$ cat config.mk
export PLATFORM = sky130hd
export DESIGN_NAME = mux_2to1
export DESIGN_NICKNAME = d
export VERILOG_FILES = /design/src/rtl/mux_2to1.sv
export SDC_FILE = /design/constraint.sdc
export NUM_CORES = 1
export LEC_CHECK = 0
export CAP_MARGIN = 20
export CORE_AREA = 2 2 162 164
export CTS_BUF_LIST = sky130_fd_sc_hd__clkbuf_2 sky130_fd_sc_hd__clkbuf_4 sky130_fd_sc_hd__clkbuf_8
export DETAILED_ROUTE_END_ITERATION = 10
export DIE_AREA = 0 0 164 166
export PLACE_DENSITY = 0.71
export SLEW_MARGIN = 20
export SYNTH_ARGS = -nofsm -noshare
export SYNTH_HDL_FRONTEND = slang
export SYNTH_SLANG_ARGS = --single-unit
$ cat constraint.sdc
create_clock -name clk -period 0.8 [get_ports clk]
set_clock_uncertainty 0.05 [all_clocks]
set_input_delay 0.12 -clock clk [delete_from_list [all_inputs] [get_ports clk]]
set_output_delay 0.12 -clock clk [all_outputs]
set_load 0.01 [all_outputs]
$ cat src/rtl/mux_2to1.sv
// Registered 2:1 operand selector: broadcast scalar A to every lane, or pass vector B.
// Optional per-lane write mask is enabled by defining MUX_2TO1_LANE_MASK_EN.
module mux_2to1 #(
    parameter int LANE_W = 32,
    parameter int LANES  = 6
) (
    input  logic                    clk,
    input  logic                    rst_n,
    input  logic [LANE_W-1:0]       A,
    input  logic [LANE_W*LANES-1:0] B,
    input  logic                    sel,
    input  logic                    in_valid,
`ifdef MUX_2TO1_LANE_MASK_EN
    input  logic [LANES-1:0]        lane_en,
`endif
    output logic [LANE_W*LANES-1:0] C,
    output logic                    out_valid
);

    localparam int VEC_W = LANE_W * LANES;

    if (LANE_W < 1 || LANES < 1) begin : g_bad_param
        $error("mux_2to1: LANE_W and LANES must both be at least 1");
    end

    logic [LANES-1:0] w_lane_en;
    logic [VEC_W-1:0] w_sel_data;
    logic [VEC_W-1:0] w_next_c;
    logic [VEC_W-1:0] r_c;
    logic             r_valid;

`ifdef MUX_2TO1_LANE_MASK_EN
    assign w_lane_en = lane_en;
`else
    assign w_lane_en = '1;
`endif

    // An unknown sel falls into the default arm, so C is cleared rather than guessed.
    always_comb begin
        w_sel_data = '0;
        case (sel)
            1'b0:    w_sel_data = {LANES{A}};
            1'b1:    w_sel_data = B;
            default: w_sel_data = '0;
        endcase
    end

    always_comb begin
        w_next_c = '0;
        for (int i = 0; i < LANES; i++) begin
            if (w_lane_en[i]) begin
                w_next_c[i*LANE_W +: LANE_W] = w_sel_data[i*LANE_W +: LANE_W];
            end
        end
    end

    always_ff @(posedge clk or negedge rst_n) begin
        if (!rst_n) begin
            r_c     <= '0;
            r_valid <= 1'b0;
        end else begin
            r_valid <= in_valid;
            if (in_valid) begin
                r_c <= w_next_c;
            end
        end
    end

    assign C         = r_c;
    assign out_valid = r_valid;

`ifndef SYNTHESIS
    always @(posedge clk) begin
        if (rst_n && in_valid) begin
            assert (!$isunknown(sel))
            else $error("mux_2to1: sel is X/Z while in_valid is high");
        end
    end
`endif

endmodule

==> metrics.yaml <==
clock_tree:
  cts_num_sinks: 193
  clk_transition_reported_paths_ns: 0.11
  cts.htree.levels: 4
  cts_inserted_buffers: 17
  insertion_delay_ns: 0.45
  tritoncts: "built"
  clock_tree.root_cell: "clkbuf_8"
  ctsLongestPathBuffers: 2
global_route:
  grt_first_pass_wirelength_mm: 45.7
  number_of_antenna_violations_at_the_first_check_in_global_routing: 0
  first_global_vias: 8127
  grt_start_max_net_pins: 52
  global_route.overflow_total: 0
  grtUsageTotal: 0.217
timing:
  setup_viol: 254
  timing.slew.headroom: 0.771
  max_clock_freq_mhz: 836
  min_period_ns: 1.20
  count_of_endpoints_failing_hold_in_the_final_timing_report: 0
  worst-slew-pin-transition_ns: 0.342
  grt_setup_unrepaired: "true"
  maxSlewViolCount: 0
  share_of_the_cycle_needed_by_the_critical_path_after_routing: 1.49
  worst_slack_ns: -0.396
  finalHoldWorstSlack_ns: 0.0410
power:
  share_seq_of_total_power: 0.435
  power.combinational.fraction: 0.286
  p_leak_nw: 6.81
  cell_internal_pwr_mw: 18.7
  vdd_drop_max_mv: 1.07
  p_per_area_mw_per_mm2: 1750
  p_clk_frac: 0.279
  p_sw_frac: 0.292
  total_switching_power_mw: 7.73
finish:
  design.final.nets: 1573
  areaGrowthSynthToFinish_pct: 67.4
  final_area_mm2: 0.0151
  layoutNonFillerInstCount: 1690
  diodes: 0
  drive_above_1_share: 0.342
setup_path:
  startpoint_type: "register"
  critical_path.max_fanout: 2
  req_time_crit_path_ns: 0.63
  cp.arrival_ns: 1.03
  critPathMaxStageDelay_ns: 0.42
  crit_path_cell_trace: "buf_2"
  setup_crit_path_kind: "reg2out"
  cp_top_family: "flip-flops"
  end_kind: "output pin"
  critical_path_buf_inv_count: 1
  cpMaxStageDelayCell: "dfrtp_1"
placed_design:
  io_buffers: 420
  detailedPlace.worstSlack_ns: -0.411
  place_congestion: 0.825
  dp_cells: 1601
  dpl.hpwl_mm: 22.4
  placement.cell_area_mm2: 0.0139
die:
  io-pin-count: 421
  die_h_um: 166
  die-width_um: 164
  design.core.area_mm2: 0.0256
  die-area_mm2: 0.0272
  floorplan.initialDensity: 0.353
  rows: 59
detailed_routing:
  post_drt_wl_per_cell_um: 18.3
  drcViolationCount: 0
  drt_wl_total_mm: 30.9
  drtAntennaViolNets: 0
  drt_pre_antenna_iters: 5
  drt_first_iter_violations: 362
  via_count: 8170
  viasPerCell: 4.83
yosys:
  syn-mean-instance-area_um2: 10.8
  synth-seq-cells: 193
  synth_fp_nets: 1062
  synth.largest_area_cell: "dfrtp_1"
  synth_largest_type_area_fraction: 0.534
  netlist_area_mm2: 0.00905
  synth.yosys.seq_area_share: 0.534
  synth_cell_type_count: 10
  post_synth_inst_count: 834
  synth.yosys.warnings: 0
  post_synth_main_area_contributors: "dfrtp_1 (53%), mux2i_1 (21%), a21oi_1 (11%)"
status:
  failing_checks: "setup timing"
  run_status: "finished with violations"
flow_run:
  max_capacitance_violation_count: 0
hold_path:
  timing.hold.worst.class: "in2async"
==> cell usage in the layout, fill, tap and decap left out <==
cell type / netlist / routed
clkdlybuf4s50_1: 0 / 224
dfrtp_1: 193 / 193
mux2i_1: 192 / 192
a21oi_1: 192 / 158
buf_6: 1 / 149
nor2_1: 192 / 122
buf_2: 20 / 91
buf_4: 3 / 71
nor2_4: 0 / 46
a21oi_2: 0 / 34
nor2_2: 0 / 24
clkbuf_8: 0 / 18
buf_12: 20 / 18
bufinv_16: 0 / 5
clkinvlp_4: 0 / 3
inv_6: 0 / 2
dlygate4sd3_1: 0 / 2
clkinv_2: 0 / 1
inv_8: 0 / 1
buf_8: 0 / 1
==> timing repair <==
item	4_1_cts	5_1_grt
resized for setup	874	221
endpoints found under the hold margin	194	1
hold buffers	2	1
pin swaps	0	29
endpoints found under the setup margin	205	243
setup buffers	34	52
gates cloned	0	0
==> per-stage QoR <==
| step | utilization | power [mW] | TNS (ns) |
|---|---|---|---|
| after floorplan | - | 14.0 | -21.66 |
| after global placement | 0.541 | 18.3 | -106.81 |
| after detailed placement | 0.541 | 18.4 | -111.73 |
| after CTS | 0.550 | 25.6 | -78.56 |
| after global routing | 0.591 | 27.7 | -84.26 |
| final | 0.591 | 26.5 | -70.45 |
==> power groups by stage <==
stage / Clock [mW] / Sequential, mW / Combinational (mW)
floorplan: 0 / 12.0 / 2.03
global placement: 0 / 11.5 / 6.79
detailed placement: 0 / 11.5 / 6.89
CTS: 7.55 / 11.4 / 6.64
global route: 8.00 / 11.6 / 8.10
finish: 7.38 / 11.5 / 7.56
==> flip-flops by register name, indices dropped and copies added (netlist names) <==
| name | cells |
|---|---|
| out_valid | 1 |
| C | 192 |
==> cell usage after synthesis <==
library cell	count
dfrtp_1	193
a21oi_1	192
mux2i_1	192
nor2_1	192
buf_12	20
buf_2	20
clkbuf_1	16
buf_1	5
buf_4	3
buf_6	1
==> cell type report <==
cell class,instances,area (um^2)
fill,2179,10500
timing repair buffer,557,5320
sequential,193,4830
multi-input combinational,576,4140
tap,335,419
clock buffer,17,234
clock inverter,12,206
==> cell families (layout without fill, tap and decap cells) <==
kind of cell           count (synthesis)  count (layout)  share of synthesized area
DFF                                  193             193                      0.534
muxes                                192             192                      0.212
and+or+nand+nor                      192             192                     0.0797
buffers and inverters                 65             586                     0.0678
AOI/OAI and AO/OA                    192             192                      0.106
==> metal layers <==
metal	global-route usage	vias up	wire [um]
met5	0	-	0
met4	0.0847	0	979
met3	0.0549	57	2160
met2	0.366	314	15600
met1	0.264	3914	12200
li1	-	3885	-
==> final timing paths <==
path | startpoint | end | slack [ns] | depth (start not counted)
hold / removal | rst_n | C[112]$_DFFE_PN0P_ | 0.04 | 2
setup reg to reg | C[43]$_DFFE_PN0P_ | C[43]$_DFFE_PN0P_ | -0.11 | 4
min in group clk | in_valid | out_valid$_DFF_PN0_ | 0.06 | 2
hold reg to reg | C[179]$_DFFE_PN0P_ | C[179]$_DFFE_PN0P_ | 0.47 | 2
max in group asynchronous | rst_n | C[47]$_DFFE_PN0P_ | 0.08 | 4
setup / recovery | C[110]$_DFFE_PN0P_ | C[110] | -0.40 | 1
Power figures use the tool's default switching activity.
